## src/rtl/dsp_mac_sequencer.sv

```systemverilog
// dsp_mac_sequencer
//
// Control-path sequencer for one DSP slice used as a multiply-accumulator.
// A job (term count, subtract flag) is accepted from the scheduler. Operand
// beats are then paced through a valid/ready handshake. Each accepted beat
// produces one registered INMODE/OPMODE/ALUMODE control word one cycle later.
// done pulses once the accumulated result is stable at P.
//
// Build option:
//   DSP_MAC_PREADD_EN - adds the preadd input. When it is latched high, the
//                       issued words select the D+A pre-adder (INMODE 00100).
//
// Ports:
//   clk        system clock, rising edge
//   RST        synchronous active-high reset
//   start      job request, sampled only in IDLE
//   len        number of product terms (0 = request ignored)
//   sub        1 = accumulate P - M, sampled with start
//   preadd     (DSP_MAC_PREADD_EN only) pre-adder select, sampled with start
//   in_valid   operand beat present at the slice inputs
//   in_ready   sequencer takes a beat this cycle
//   busy       job in progress
//   done       one-cycle pulse, result valid at P
//   op_valid   control word below is live this cycle
//   INMODE_o   INMODE to the slice
//   OPMODE_o   OPMODE to the slice
//   ALUMODE_o  ALUMODE to the slice
//   CEINMODE   INMODE register clock enable (mirrors op_valid)
//   CEP        P register clock enable
//   RSTP       P register reset pulse at job start
//
// state | meaning
// IDLE  | waiting for start with a non-zero len
// FIRST | waiting for the first beat; its word loads P with M (Z=0)
// ACCUM | remaining beats; each word accumulates onto P (Z=P)
// DRAIN | last word live, then PIPE_LAT cycles for it to reach P
// DONE  | result stable at P, done pulse

module dsp_mac_sequencer #(
   parameter int LEN_W    = 8,
   parameter int PIPE_LAT = 3
) (
   input  logic             clk,
   input  logic             RST,
   input  logic             start,
   input  logic [LEN_W-1:0] len,
   input  logic             sub,
`ifdef DSP_MAC_PREADD_EN
   input  logic             preadd,
`endif
   input  logic             in_valid,
   output logic             in_ready,
   output logic             busy,
   output logic             done,
   output logic             op_valid,
   output logic [4:0]       INMODE_o,
   output logic [6:0]       OPMODE_o,
   output logic [3:0]       ALUMODE_o,
   output logic             CEINMODE,
   output logic             CEP,
   output logic             RSTP
);

   typedef enum logic [2:0] {
      IDLE  = 3'd0,
      FIRST = 3'd1,
      ACCUM = 3'd2,
      DRAIN = 3'd3,
      DONE  = 3'd4
   } state_t;

   localparam logic [LEN_W-1:0] CNT_ONE    = LEN_W'(1);
   localparam logic [3:0]       DRAIN_LOAD = 4'(PIPE_LAT);
   localparam logic [6:0]       OPM_FIRST  = 7'b000_01_01;
   localparam logic [6:0]       OPM_ACCUM  = 7'b010_01_01;
   localparam logic [3:0]       ALU_ADD    = 4'b0000;
   localparam logic [3:0]       ALU_SUB    = 4'b0011;

   state_t           state_q, state_d;
   logic [LEN_W-1:0] cnt_q, cnt_d;
   logic [3:0]       drain_q, drain_d;
   logic             sub_q, sub_d;
   logic             in_ready_q, in_ready_d;
   logic             busy_q, busy_d;
   logic             done_q, done_d;
   logic             op_valid_q, op_valid_d;
   logic [4:0]       inmode_q, inmode_d;
   logic [6:0]       opmode_q, opmode_d;
   logic [3:0]       alumode_q, alumode_d;
   logic             cep_q, cep_d;
   logic             rstp_q, rstp_d;
   logic             accept;
   logic [4:0]       inmode_word;

`ifdef DSP_MAC_PREADD_EN
   logic pre_q, pre_d;
   assign inmode_word = pre_q ? 5'b00100 : 5'b00000;
`else
   assign inmode_word = 5'b00000;
`endif

   assign accept = in_valid & in_ready_q;

   always_comb begin
      state_d    = state_q;
      cnt_d      = cnt_q;
      drain_d    = drain_q;
      sub_d      = sub_q;
`ifdef DSP_MAC_PREADD_EN
      pre_d      = pre_q;
`endif
      op_valid_d = 1'b0;
      inmode_d   = 5'b00000;
      opmode_d   = 7'b0000000;
      alumode_d  = 4'b0000;
      rstp_d     = 1'b0;

      case (state_q)
         IDLE: begin
            if (start && (len != '0)) begin
               cnt_d   = len;
               sub_d   = sub;
`ifdef DSP_MAC_PREADD_EN
               pre_d   = preadd;
`endif
               rstp_d  = 1'b1;
               state_d = FIRST;
            end
         end
         FIRST, ACCUM: begin
            if (accept) begin
               op_valid_d = 1'b1;
               inmode_d   = inmode_word;
               cnt_d      = cnt_q - CNT_ONE;
               if (state_q == FIRST) begin
                  opmode_d  = OPM_FIRST;
                  alumode_d = ALU_ADD;
               end else begin
                  opmode_d  = OPM_ACCUM;
                  alumode_d = sub_q ? ALU_SUB : ALU_ADD;
               end
               if (cnt_q > CNT_ONE) begin
                  state_d = ACCUM;
               end else begin
                  // The final word is live in the first DRAIN cycle. PIPE_LAT
                  // more cycles follow before P holds the finished sum.
                  state_d = DRAIN;
                  drain_d = DRAIN_LOAD;
               end
            end
         end
         DRAIN: begin
            if (drain_q == 4'd0) begin
               state_d = DONE;
            end else begin
               drain_d = drain_q - 4'd1;
            end
         end
         DONE:    state_d = IDLE;
         default: state_d = IDLE;
      endcase

      in_ready_d = (state_d == FIRST) || (state_d == ACCUM);
      busy_d     = (state_d != IDLE);
      done_d     = (state_d == DONE);
      // ACCUM and DRAIN are only entered on an accepted beat, so this spans
      // the first issued word through the last drain cycle.
      cep_d      = (state_d == ACCUM) || (state_d == DRAIN);
   end

   always_ff @(posedge clk) begin
      if (RST) begin
         state_q    <= IDLE;
         cnt_q      <= '0;
         drain_q    <= 4'd0;
         sub_q      <= 1'b0;
`ifdef DSP_MAC_PREADD_EN
         pre_q      <= 1'b0;
`endif
         in_ready_q <= 1'b0;
         busy_q     <= 1'b0;
         done_q     <= 1'b0;
         op_valid_q <= 1'b0;
         inmode_q   <= 5'b00000;
         opmode_q   <= 7'b0000000;
         alumode_q  <= 4'b0000;
         cep_q      <= 1'b0;
         rstp_q     <= 1'b0;
      end else begin
         state_q    <= state_d;
         cnt_q      <= cnt_d;
         drain_q    <= drain_d;
         sub_q      <= sub_d;
`ifdef DSP_MAC_PREADD_EN
         pre_q      <= pre_d;
`endif
         in_ready_q <= in_ready_d;
         busy_q     <= busy_d;
         done_q     <= done_d;
         op_valid_q <= op_valid_d;
         inmode_q   <= inmode_d;
         opmode_q   <= opmode_d;
         alumode_q  <= alumode_d;
         cep_q      <= cep_d;
         rstp_q     <= rstp_d;
      end
   end

   assign in_ready  = in_ready_q;
   assign busy      = busy_q;
   assign done      = done_q;
   assign op_valid  = op_valid_q;
   assign INMODE_o  = inmode_q;
   assign OPMODE_o  = opmode_q;
   assign ALUMODE_o = alumode_q;
   assign CEINMODE  = op_valid_q;
   assign CEP       = cep_q;
   assign RSTP      = rstp_q;

endmodule

```

## config.mk

```make
export PLATFORM = sky130hd
export DESIGN_NAME = dsp_mac_sequencer
export DESIGN_NICKNAME = d
export VERILOG_FILES = /design/src/rtl/dsp_mac_sequencer.sv
export SDC_FILE = /design/constraint.sdc
export NUM_CORES = 1
export LEC_CHECK = 0
export ABC_AREA = 1
export CAP_MARGIN = 20
export CORE_ASPECT_RATIO = 0.7
export CORE_MARGIN = 2
export CORE_UTILIZATION = 45
export CTS_CLUSTER_SIZE = 20
export DETAILED_ROUTE_END_ITERATION = 7
export GPL_TIMING_DRIVEN = 0
export PLACE_DENSITY = 0.8
export SKIP_CTS_REPAIR_TIMING = 1
export SLEW_MARGIN = 25
export SYNTH_ARGS = -nofsm -noshare
export SYNTH_HDL_FRONTEND = slang
export SYNTH_SLANG_ARGS = --single-unit
```

## constraint.sdc

```tcl
create_clock -name clk -period 1.7 [get_ports clk]
set_clock_uncertainty 0.15 [all_clocks]
set_input_delay 0.425 -clock clk [delete_from_list [all_inputs] [get_ports clk]]
set_output_delay 0.425 -clock clk [all_outputs]
set_load 0.05 [all_outputs]
```

# Word level (Yosys, flattened, before mapping)
# Cells that the tools add are included.
classes:
  order_cmp: 1
  muxes: 16
  eq_ne: 11
  bitwise: 4
  n_reduce_logical: 17
  n_addsub: 2
op_table:
  columns: ["op", "n"]
  rows:
  - ["8-bit two-way mux", 2]
  - ["8-bit one-hot mux with 2 select lines", 1]
  - ["3-bit by 2-bit equality test with 1-bit output, second input constant", 4]
  - ["4-bit two-way mux", 3]
  - ["3-bit two-way mux", 3]
  - ["3-bit one-hot mux with 3 select lines", 1]
  - ["8-bit by 1-bit greater-than comparator with 1-bit output, second input constant", 1]
  - ["2-bit != test, second input constant", 4]
  - ["4-bit one-hot mux with 2 select lines", 1]
  - ["8-bit nonzero test", 1]
  - ["8-bit by 1-bit subtractor with 8-bit output, second input constant", 1]
  - ["3-bit by 1-bit equality test with 1-bit output, second input constant", 2]
  - ["6-bit two-way mux", 1]
  - ["2-bit OR reduction", 3]
  - ["4-bit zero test", 1]
  - ["4-bit AND reduction", 1]
  - ["2-bit nonzero test", 2]
  - ["4-bit OR reduction", 1]
  - ["4-bit by 1-bit subtractor with 4-bit output, second input constant", 1]
  - ["3-bit equality test, second input constant", 1]
  - ["3-bit zero test", 1]
  - ["1-bit two-way mux", 3]
  - ["1-bit inverter", 3]
  - ["3-bit AND reduction", 1]
  - ["7 further kinds", 8]
word_totals:
  out_inout_bits: 23
  reg_bits: 33
  input_bits: 13
  word_cells: 63

# Logic depth before layout (Yosys ltp)
# Gate-level depths: netlist of the first run.
depth:
  ltp_word: 6
  mapped_depth: 11
  ltp_nobuf: 11

# Worst setup path before layout of the first run
# Ideal clock, no wire load.
synth_path:
  path_kind: "flip-flop to flip-flop"
  from: "register in_ready_q (netlist: in_ready)"
  to: "register cnt_q[6]"
  stages_incl_launch_ff: 8
  arrival_ns: 1.385
  setup_time_ns: 0.115
  setup_slack_ns: 0.051
  path_buffers: 0
  t_required_ns: 1.435
  path_cell_list: "dfxtp_1 nand2_1 nor2_8 inv_6 nand2_8 nand3_1 clkinv_1 nor2_1"
synth_via:
  elab_chain_cells: 3
synth_lines:
  columns: ["element", "line", "text"]
  rows:
  - ["from (decl)", "83", "logic in_ready_q, in_ready_d;"]
  - ["from (signal assigned)", "197", "in_ready_q <= in_ready_d;"]
  - ["1-bit bitwise AND", "102", "assign accept = in_valid & in_ready_q;"]
  - ["2-bit != test (no line)", null, null]
  - ["3-bit AND reduction (no line)", null, null]
  - ["to (signal assigned)", "191", "cnt_q <= cnt_d;"]
  - ["to (decl)", "80", "logic [LEN_W-1:0] cnt_q, cnt_d;"]
# No other way between the ends.
# A chain may end at the register's enable or synchronous reset.

# Worst setup path after layout of the first run
layout_path:
  from: "input start"
  to: "register cnt_q[5]"
layout_via:
  elab_chain_cells: 3
layout_lines:
  columns: ["element", "line", "text"]
  rows:
  - ["from (decl)", "45", "input logic start,"]
  - ["1-bit logical AND", "120", "if (start && (len != '0)) begin"]
  - ["2-bit != test (no line)", null, null]
  - ["3-bit AND reduction (no line)", null, null]
# No other way between the ends.

==> impl_metrics.tcl, run 1 <==
set metrics [dict create \
    status "completed" \
    max_cap_viol_count 0 \
    dr_total_vias 1330 \
    clock_path_buffers 2 \
    crit_required_ns 1.72 \
    drt-initial-drc-count 133 \
    hold_class "flop to flop" \
    clk-insertion-delay-late_ns 0.28 \
    antenna-diode-count 0 \
    slew_violations 0 \
    r2r_cells 9 \
    drive_above_1_share 0.230 \
    setup_slack_ns 0.0822 \
    cts_sinks 25 \
    worst_pin_slew_ns 0.506 \
    grt_use_met1 0.253 \
    synthTopCellsByCount "nand2_1, nor2_1, dfxtp_1" \
    antenna_left 0 \
    crit_type "primary input to flop" \
    hold_end "ALUMODE_o[0]" \
    dieArea_mm2 0.00371 \
    max_clock_freq_mhz 618 \
    crit_fanout 7 \
    clk_root_buffer_cell "clkbuf_8" \
    critical_path_arrival_ns 1.64 \
    dpl.hpwl_um 2290 \
    grt_pass1_vias 1092 \
    drt-total-wl_um 3130 \
    met3_usage 0.0426 \
    ys.flop_type "dfxtp_1" \
    top_usage_layer "met1" \
    end_kind "flop" \
    whs_path_depth 2 \
    num_rows 17 \
    start_util 0.468 \
    regToRegSetupSlack_ns 0.13 \
    syn-cell-area_mm2 0.00145 \
    tritoncts "done" \
    core-area_mm2 0.00311 \
    via_per_inst 4.65 \
    grt_overflow 0 \
    yosysUniqueCellTypes 31 \
    grt_max_degree 14 \
    worstHoldStart "sub_q" \
    drtPass1Iterations 4 \
    crit_chain "clkdlybuf4s50_1 > nand2_1 > nor2_2 > inv_2 > nor2_2 > nor2_4 > a21oi_1 > nor2_1" \
    synth_compound_area_frac 0.0965 \
    synth-simple-area-share 0.359 \
    synth_top_cells_by_area "dfxtp_1, nand2_1, nor2_1, buf_4, inv_1" \
    drc 0 \
    dpl_worst_slack_ns -0.298 \
    h-tree-depth 1 \
    synth_fa_ha_area_frac 0.0345 \
    irDropWorstVdd_uv 358 \
    grt_antenna_before_repair 0 \
    grt_pass1_wl_um 4920 \
    nFillCells 292 \
    critPathSlowestCell "clkdlybuf4s50_1" \
    synth.most_common_cell "nand2_1" \
    yosysSeqAreaShare 0.345 \
    gp_congestion 0.850 \
    pin_count 36 \
    startpoint_type "primary input" \
    wl_per_cell_um 11.0 \
    area_growth_pct 29.7 \
    use_met2 0.252 \
    max_slew_margin 0.662 \
    syn_inst 209 \
    die_h_um 51.5 \
    synth_mux_area_frac 0 \
    synth-edff-count 0 \
    period_needed_ns 1.62 \
    r2r-start "drain_q[0]" \
    synthXorXnorAreaFrac 0.0121 \
    ys_seq_elements 25 \
    cpMostUsedCell "nor2_2" \
    nNetsFinal 266 \
    synth_top_family_by_area "simple AND/OR/NAND/NOR gates" \
    setup_violations 0 \
    numCtsBuffers 3 \
    yosysTopAreaCellShare 0.345 \
    p_leak_nw 1.08 \
    yosysTopAreaCell "dfxtp_1" \
    avgSynthCellArea_um2 6.95 \
    rr_endpoint "in_ready" \
    whs_ns 0.326 \
    fin_crit_sh 0.952 \
    finalHoldViolCount 0 \
    p_per_area_mw_per_mm2 756 \
    gr-usage-all-layers 0.172 \
    portBuffers 24 \
    die_x_um 71.9 \
    critPathMaxStageDelay_ns 0.46 \
    synth-async-reset-ratio 0 \
    ys_warn_count 0 \
    clkTransAtPathRegs_ns 0.08 \
]
## power breakdown
group,leakage (nW),internal [W],switching [W]
Combinational,0.849,0.000149,0.000271
Clock,0.0228,0.000168,0.000190
Sequential,0.205,0.000620,0.0000263
Total,1.08,0.000937,0.000487
## state kept, by name (all words and copies together) (netlist names)
| register | cells |
|---|---|
| done | 1 |
| OPMODE_o | 2 |
| CEP | 1 |
| state_q | 3 |
| cnt_q | 8 |
| drain_q | 4 |
| in_ready | 1 |
| ALUMODE_o | 1 |
| RSTP | 1 |
| sub_q | 1 |
| busy | 1 |
| CEINMODE | 1 |
## worst max-delay path, delay by kind of cell
family,cells,cell delay [ns]
buffers and inverters,2,0.51
AOI/OAI and AO/OA,1,0.13
and+or+nand+nor,5,0.58
## placed cells by master, fill, tap and decap left out, types with 3 or more instances in the layout
cell type / netlist / final
nand2_1: 40 / 38
nor2_1: 39 / 34
dfxtp_1: 25 / 24
inv_1: 18 / 17
buf_4: 14 / 16
dlymetal6s2s_1: 0 / 13
nand3_1: 13 / 12
conb_1: 1 / 11
nor2_2: 3 / 8
a21oi_1: 8 / 8
o21ai_1: 8 / 8
clkdlybuf4s50_1: 0 / 7
inv_2: 5 / 6
nand2_2: 3 / 5
o21ai_0: 5 / 5
nand4_1: 3 / 3
a21oi_2: 3 / 3
ha_1: 4 / 3
clkbuf_8: 0 / 3
clkbuf_2: 0 / 3
## worst max-delay path by stage
stage	startpoint	to	slack, ns
finish	start	cnt_q[5]	0.08
global route	len[7]	in_ready	-0.008
floorplan	in_ready	cnt_q[6]	0.05
global placement	len[4]	cnt_q[6]	-0.29
CTS	OPMODE_o[2]	OPMODE_o[2]	-0.38
detailed placement	len[4]	cnt_q[6]	-0.30
## kinds of logic after synthesis
kind of cell / Yosys count
simple gates: 110
buf+inv: 42
compound gates: 25
flops: 25
fa+ha+maj: 4
xor+xnor: 2
other cells: 1
## metrics by stage
step | setup TNS (ns) | total power [W] | util | cell area (um2) | std cells
floorplan | 0 | 0.000966 | - | 1490 | 219
global placement | -3.45 | 0.00106 | 0.573 | 1780 | 281
detailed placement | -3.71 | 0.00106 | 0.573 | 1780 | 281
CTS | -3.67 | 0.00142 | 0.587 | 1820 | 285
global route | -0.00781 | 0.00150 | 0.607 | 1880 | 286
finish | 0 | 0.00142 | 0.607 | 1880 | 286
## final cells by class
class / count / area (um2) / share of cell area
multi-input cells: 152 / 808 / 0.429
flip-flops and latches: 25 / 502 / 0.266
repair buffers: 25 / 263 / 0.139
plain buffers: 16 / 114 / 0.0604
inverters: 26 / 105 / 0.0558
well taps: 38 / 47.5 / 0.0252
clock buffers: 4 / 45.0 / 0.0239
## per-layer routing
metal	share of wire	up-vias
li1	-	710
met1	0.51	571
met2	0.40	44
met3	0.083	5
met4	0.012	0
met5	0	-
No activity file was read; power rests on OpenSTA's default activity.
==> run 2: changes to the inputs <==
- SKIP_CTS_REPAIR_TIMING: 1 -> not set
==> impl_metrics.tcl, run 2 (synthesized netlist as in run 1, its figures left out) <==
set metrics [dict create \
    numCtsBuffers 3 \
    grt_antenna_before_repair 0 \
    top_register "cnt_q" \
    end_kind "primary output" \
    dpl.hpwl_um 2290 \
    h-tree-depth 1 \
    critPathMaxStageDelay_ns 0.49 \
    area_growth_pct 28.6 \
    layout_commonest_cell "nand2_1" \
    dr_total_vias 1308 \
    critical_path_arrival_ns 1.09 \
    drt-total-wl_um 3020 \
    via_per_inst 4.56 \
    clock_path_buffers 2 \
    slew_violations 0 \
    dieArea_mm2 0.00371 \
    crit_type "flop to primary output" \
    grt_overflow 0 \
    nNetsFinal 267 \
    final_cell_mix "nand2_1, nor2_1, dfxtp_1" \
    max_clock_freq_mhz 600 \
    period_needed_ns 1.67 \
    largest_register_ffs 8 \
    reg_top3 "cnt_q (8), drain_q (4), state_q (3)" \
    portBuffers 24 \
    grt_pass1_vias 1104 \
    irDropWorstVdd_uv 356 \
    max_cap_viol_count 0 \
    die_x_um 71.9 \
    num_rows 17 \
    worst-path-buf-inv 1 \
    pin_count 36 \
    gp_congestion 0.850 \
    gr-usage-all-layers 0.173 \
    crit_fanout 1 \
    wl_per_cell_um 10.5 \
    drc 0 \
    cts_sinks 25 \
    rsz0062_at_grt "true" \
    die_h_um 51.5 \
    final_cells 287 \
    start_util 0.468 \
    hold_class "flop to flop" \
    crit_chain "clkdlybuf4s15_1" \
    antenna_left 0 \
    drive_above_1_share 0.241 \
    p_per_area_mw_per_mm2 763 \
    fin_crit_sh 0.981 \
    startpoint_type "flop" \
    crit_required_ns 1.12 \
    clk-insertion-delay-late_ns 0.28 \
    clk_root_buffer_cell "clkbuf_8" \
    finalHoldViolCount 0 \
    critical-path-top-delay-family "buffers and inverters" \
    p_leak_nw 0.933 \
    antenna-diode-count 0 \
    critPathSlowestCell "clkdlybuf4s15_1" \
    whs_ns 0.321 \
    core-area_mm2 0.00311 \
    grt_pass1_wl_um 4960 \
    setup_violations 0 \
    status "completed" \
    drtPass1Iterations 4 \
    tritoncts "done" \
    grt_max_degree 14 \
    clkTransAtPathRegs_ns 0.08 \
    dp.cells 281 \
    drt-initial-drc-count 97 \
]
-- run 2: report_power, final --
| part | internal (W) | switching, W | leakage (nW) | total [W] |
|---|---|---|---|---|
| sequential | 0.000620 | 0.0000264 | 0.205 | 0.000646 |
| clock | 0.000168 | 0.000190 | 0.0228 | 0.000359 |
| combinational | 0.000152 | 0.000269 | 0.705 | 0.000421 |
| total | 0.000940 | 0.000486 | 0.933 | 0.00143 |
-- run 2: cell type report --
type	instances	area, um2
Inverter	26	105
Sequential cell	25	502
Buffer	16	114
Clock buffer	4	45.0
Timing Repair Buffer	26	251
Tap cell	38	47.5
Multi-Input combinational cell	152	803
Fill cell	292	1240
-- run 2: per-layer routing --
metal | global-route usage | up-vias | part of all wire | wire length [um]
met4 | 0.0409 | 0 | 0.012 | 37
li1 | - | 708 | - | -
met5 | 0 | - | 0 | 0
met2 | 0.256 | 37 | 0.39 | 1180
met1 | 0.253 | 558 | 0.53 | 1610
met3 | 0.0426 | 5 | 0.062 | 187
-- run 2: tightest hold or removal path, delay by kind of cell, from the launching register on --
family | cells | cell delay (ns)
simple gates | 1 | 0.05
flops | 1 | 0.31
buf+inv | 1 | 0.08
-- run 2: path summary, 6_finish.rpt --
| path | to | cells after the start | from | slack, ns |
|---|---|---|---|---|
| min reg2reg | ALUMODE_o[0] | 2 | sub_q | 0.32 |
| min | ALUMODE_o[0] | 2 | sub_q | 0.32 |
| max reg2reg | in_ready | 9 | drain_q[0] | 0.12 |
| max | done | 1 | done | 0.03 |
-- run 2: per-stage QoR --
step | setup slack (ns) | cell area, um2 | TNS, ns | util | power [W]
6_report | 0.0328 | 1870 | 0 | 0.602 | 0.00143
5_1_grt | -0.0140 | 1870 | -0.0140 | 0.602 | 0.00150
4_1_cts | 0.000454 | 1830 | 0 | 0.589 | 0.00142
3_5_place_dp | -0.298 | 1780 | -3.71 | 0.573 | 0.00106
3_3_place_gp | -0.290 | 1780 | -3.45 | 0.573 | 0.00106
2_1_floorplan | 0.0506 | 1490 | 0 | - | 0.000966
-- run 2: what timing repair did --
item	in CTS	in global routing
pin swaps	0	9
hold buffers	0	0
gates resized for setup	24	22
buffers inserted	0	2
endpoints found under the setup margin	15	22
==> run 3: changes to the inputs <==
- CORE_MARGIN: 2 -> not set
- clock period: 1.7 -> 1.76 ns (I/O delays scaled with it)
==> impl_metrics.tcl, run 3 (synthesized netlist as in run 1, its figures left out) <==
set metrics [dict create \
    clock_path_buffers 2 \
    portBuffers 24 \
    start_util 0.497 \
    finalHoldViolCount 0 \
    worst-path-buf-inv 1 \
    clockPowerShare 0.248 \
    dpl-instance-area_mm2 0.00178 \
    crit_chain "dlygate4sd2_1" \
    status "completed" \
    setup_violations 0 \
    intPower_w 0.000899 \
    grt_use_met1 0.299 \
    drtPass1Iterations 4 \
    core-area_mm2 0.00292 \
    slew_violations 0 \
    num_rows 16 \
    max_clock_freq_mhz 586 \
    critPathMaxStageDelay_ns 0.54 \
    die_h_um 49.5 \
    grt_max_degree 14 \
    gr-usage-all-layers 0.201 \
    nNetsFinal 265 \
    antenna_left 0 \
    drc 0 \
    use_met2 0.274 \
    setup_tns_ns 0 \
    drive_above_1_share 0.206 \
    max_slew_margin 0.657 \
    met3_usage 0.0573 \
    final_cell_area_mm2 0.00184 \
    top_usage_layer "met1" \
    dieArea_mm2 0.00346 \
    fin_crit_sh 0.969 \
    critical_path_arrival_ns 1.12 \
    p_seq_frac 0.460 \
    grt_antenna_before_repair 0 \
    h-tree-depth 1 \
    dp.cells 279 \
    crit_required_ns 1.17 \
    drt-total-wl_um 3020 \
    via_per_inst 4.64 \
    irDropWorstVdd_uv 363 \
    final_cells 283 \
    worst_pin_slew_ns 0.516 \
    numCtsBuffers 3 \
    reg_top3 "cnt_q (8), drain_q (4), state_q (3)" \
    tritoncts "done" \
    clkTransAtPathRegs_ns 0.09 \
    nFillCells 264 \
    pin_count 36 \
    die_x_um 69.9 \
    p_leak_nw 0.905 \
    dr_total_vias 1314 \
    grt_pass1_vias 1152 \
    grt_pass1_wl_um 5360 \
    antenna-diode-count 0 \
    startpoint_type "flop" \
    p_per_area_mw_per_mm2 739 \
    layout_commonest_cell "nand2_1" \
    clk_root_buffer_cell "clkbuf_8" \
    gp_congestion 0.890 \
    period_needed_ns 1.71 \
    end_kind "primary output" \
    final_cell_mix "nand2_1, nor2_1, dfxtp_1" \
    comb_power_share 0.292 \
    grt_overflow 0 \
    hold_class "flop to flop" \
    top_register "cnt_q" \
    dpl.hpwl_um 2400 \
    area_growth_pct 26.4 \
    drt-initial-drc-count 63 \
    critical-path-top-delay-family "buffers and inverters" \
    largest_register_ffs 8 \
    netSwitchingFraction 0.338 \
    crit_type "flop to primary output" \
    p_switching_w 0.000458 \
    rsz0062_at_grt "true" \
    crit_fanout 1 \
    clk-insertion-delay-late_ns 0.27 \
    max_cap_viol_count 0 \
    critPathSlowestCell "dlygate4sd2_1" \
    wl_per_cell_um 10.7 \
    cts_sinks 25 \
]
-- run 3: cell count changes in the layout (fill, tap and decap cells not counted), moves of 2 or more --
| cell | before | now |
|---|---|---|
| clkbuf_2 | 3 | 1 |
| buf_4 | 17 | 15 |
| nor2_1 | 34 | 36 |
| dlygate4sd2_1 | 0 | 5 |
| clkdlybuf4s15_1 | 5 | 3 |
| nor2_2 | 8 | 5 |
| dlymetal6s2s_1 | 4 | 0 |
| clkdlybuf4s50_1 | 8 | 12 |
-- run 3: path summary, 6_finish.rpt --
path | end | from | slack (ns) | depth (start not counted)
max | CEP | CEP | 0.05 | 1
min reg2reg | ALUMODE_o[0] | sub_q | 0.31 | 2
min | ALUMODE_o[0] | sub_q | 0.31 | 2
max reg2reg | drain_q[2] | cnt_q[0] | 0.18 | 9
-- run 3: timing repair --
item / in CTS / in global routing
gates resized for setup: 18 / 13
pin swaps: 0 / 0
setup endpoints to repair: 12 / 16
hold buffers: 0 / 0
endpoints found under the hold margin: 0 / 0
setup buffers: 0 / 0
-- run 3: per-stage QoR --
step	total power (W)	setup slack (ns)	hold slack [ns]	utilization
global route	0.00144	-0.00571	0.339	0.628
detailed placement	0.00103	-0.264	0.299	0.607
floorplan	0.000933	0.111	0.283	-
CTS	0.00136	0.0136	0.312	0.619
global placement	0.00102	-0.253	0.291	0.607
finish	0.00136	0.0542	0.308	0.628
-- run 3: power by group through the flow --
stage / Clock (W) / Combinational, W / Sequential, W
3_3_place_gp: 0 / 0.000384 / 0.000635
5_1_grt: 0.000370 / 0.000441 / 0.000631
6_report: 0.000336 / 0.000396 / 0.000624
2_1_floorplan: 0 / 0.000282 / 0.000652
3_5_place_dp: 0 / 0.000391 / 0.000636
4_1_cts: 0.000351 / 0.000389 / 0.000622
-- run 3: area by class of cell --
class                   count  area (um2)  area share
well taps                  36        45.0      0.0245
flip-flops and latches     25         502       0.273
clock buffers               4        45.0      0.0245
plain buffers              16         114      0.0620
inverters                  26         105      0.0573
repair buffers             24         229       0.125
multi-input cells         152         796       0.434
-- run 3: metal layers --
metal / part of all wire / vias to the layer above
li1: - / 705
met3: 0.062 / 2
met4: 0.010 / 0
met2: 0.39 / 40
met5: 0 / -
met1: 0.54 / 567
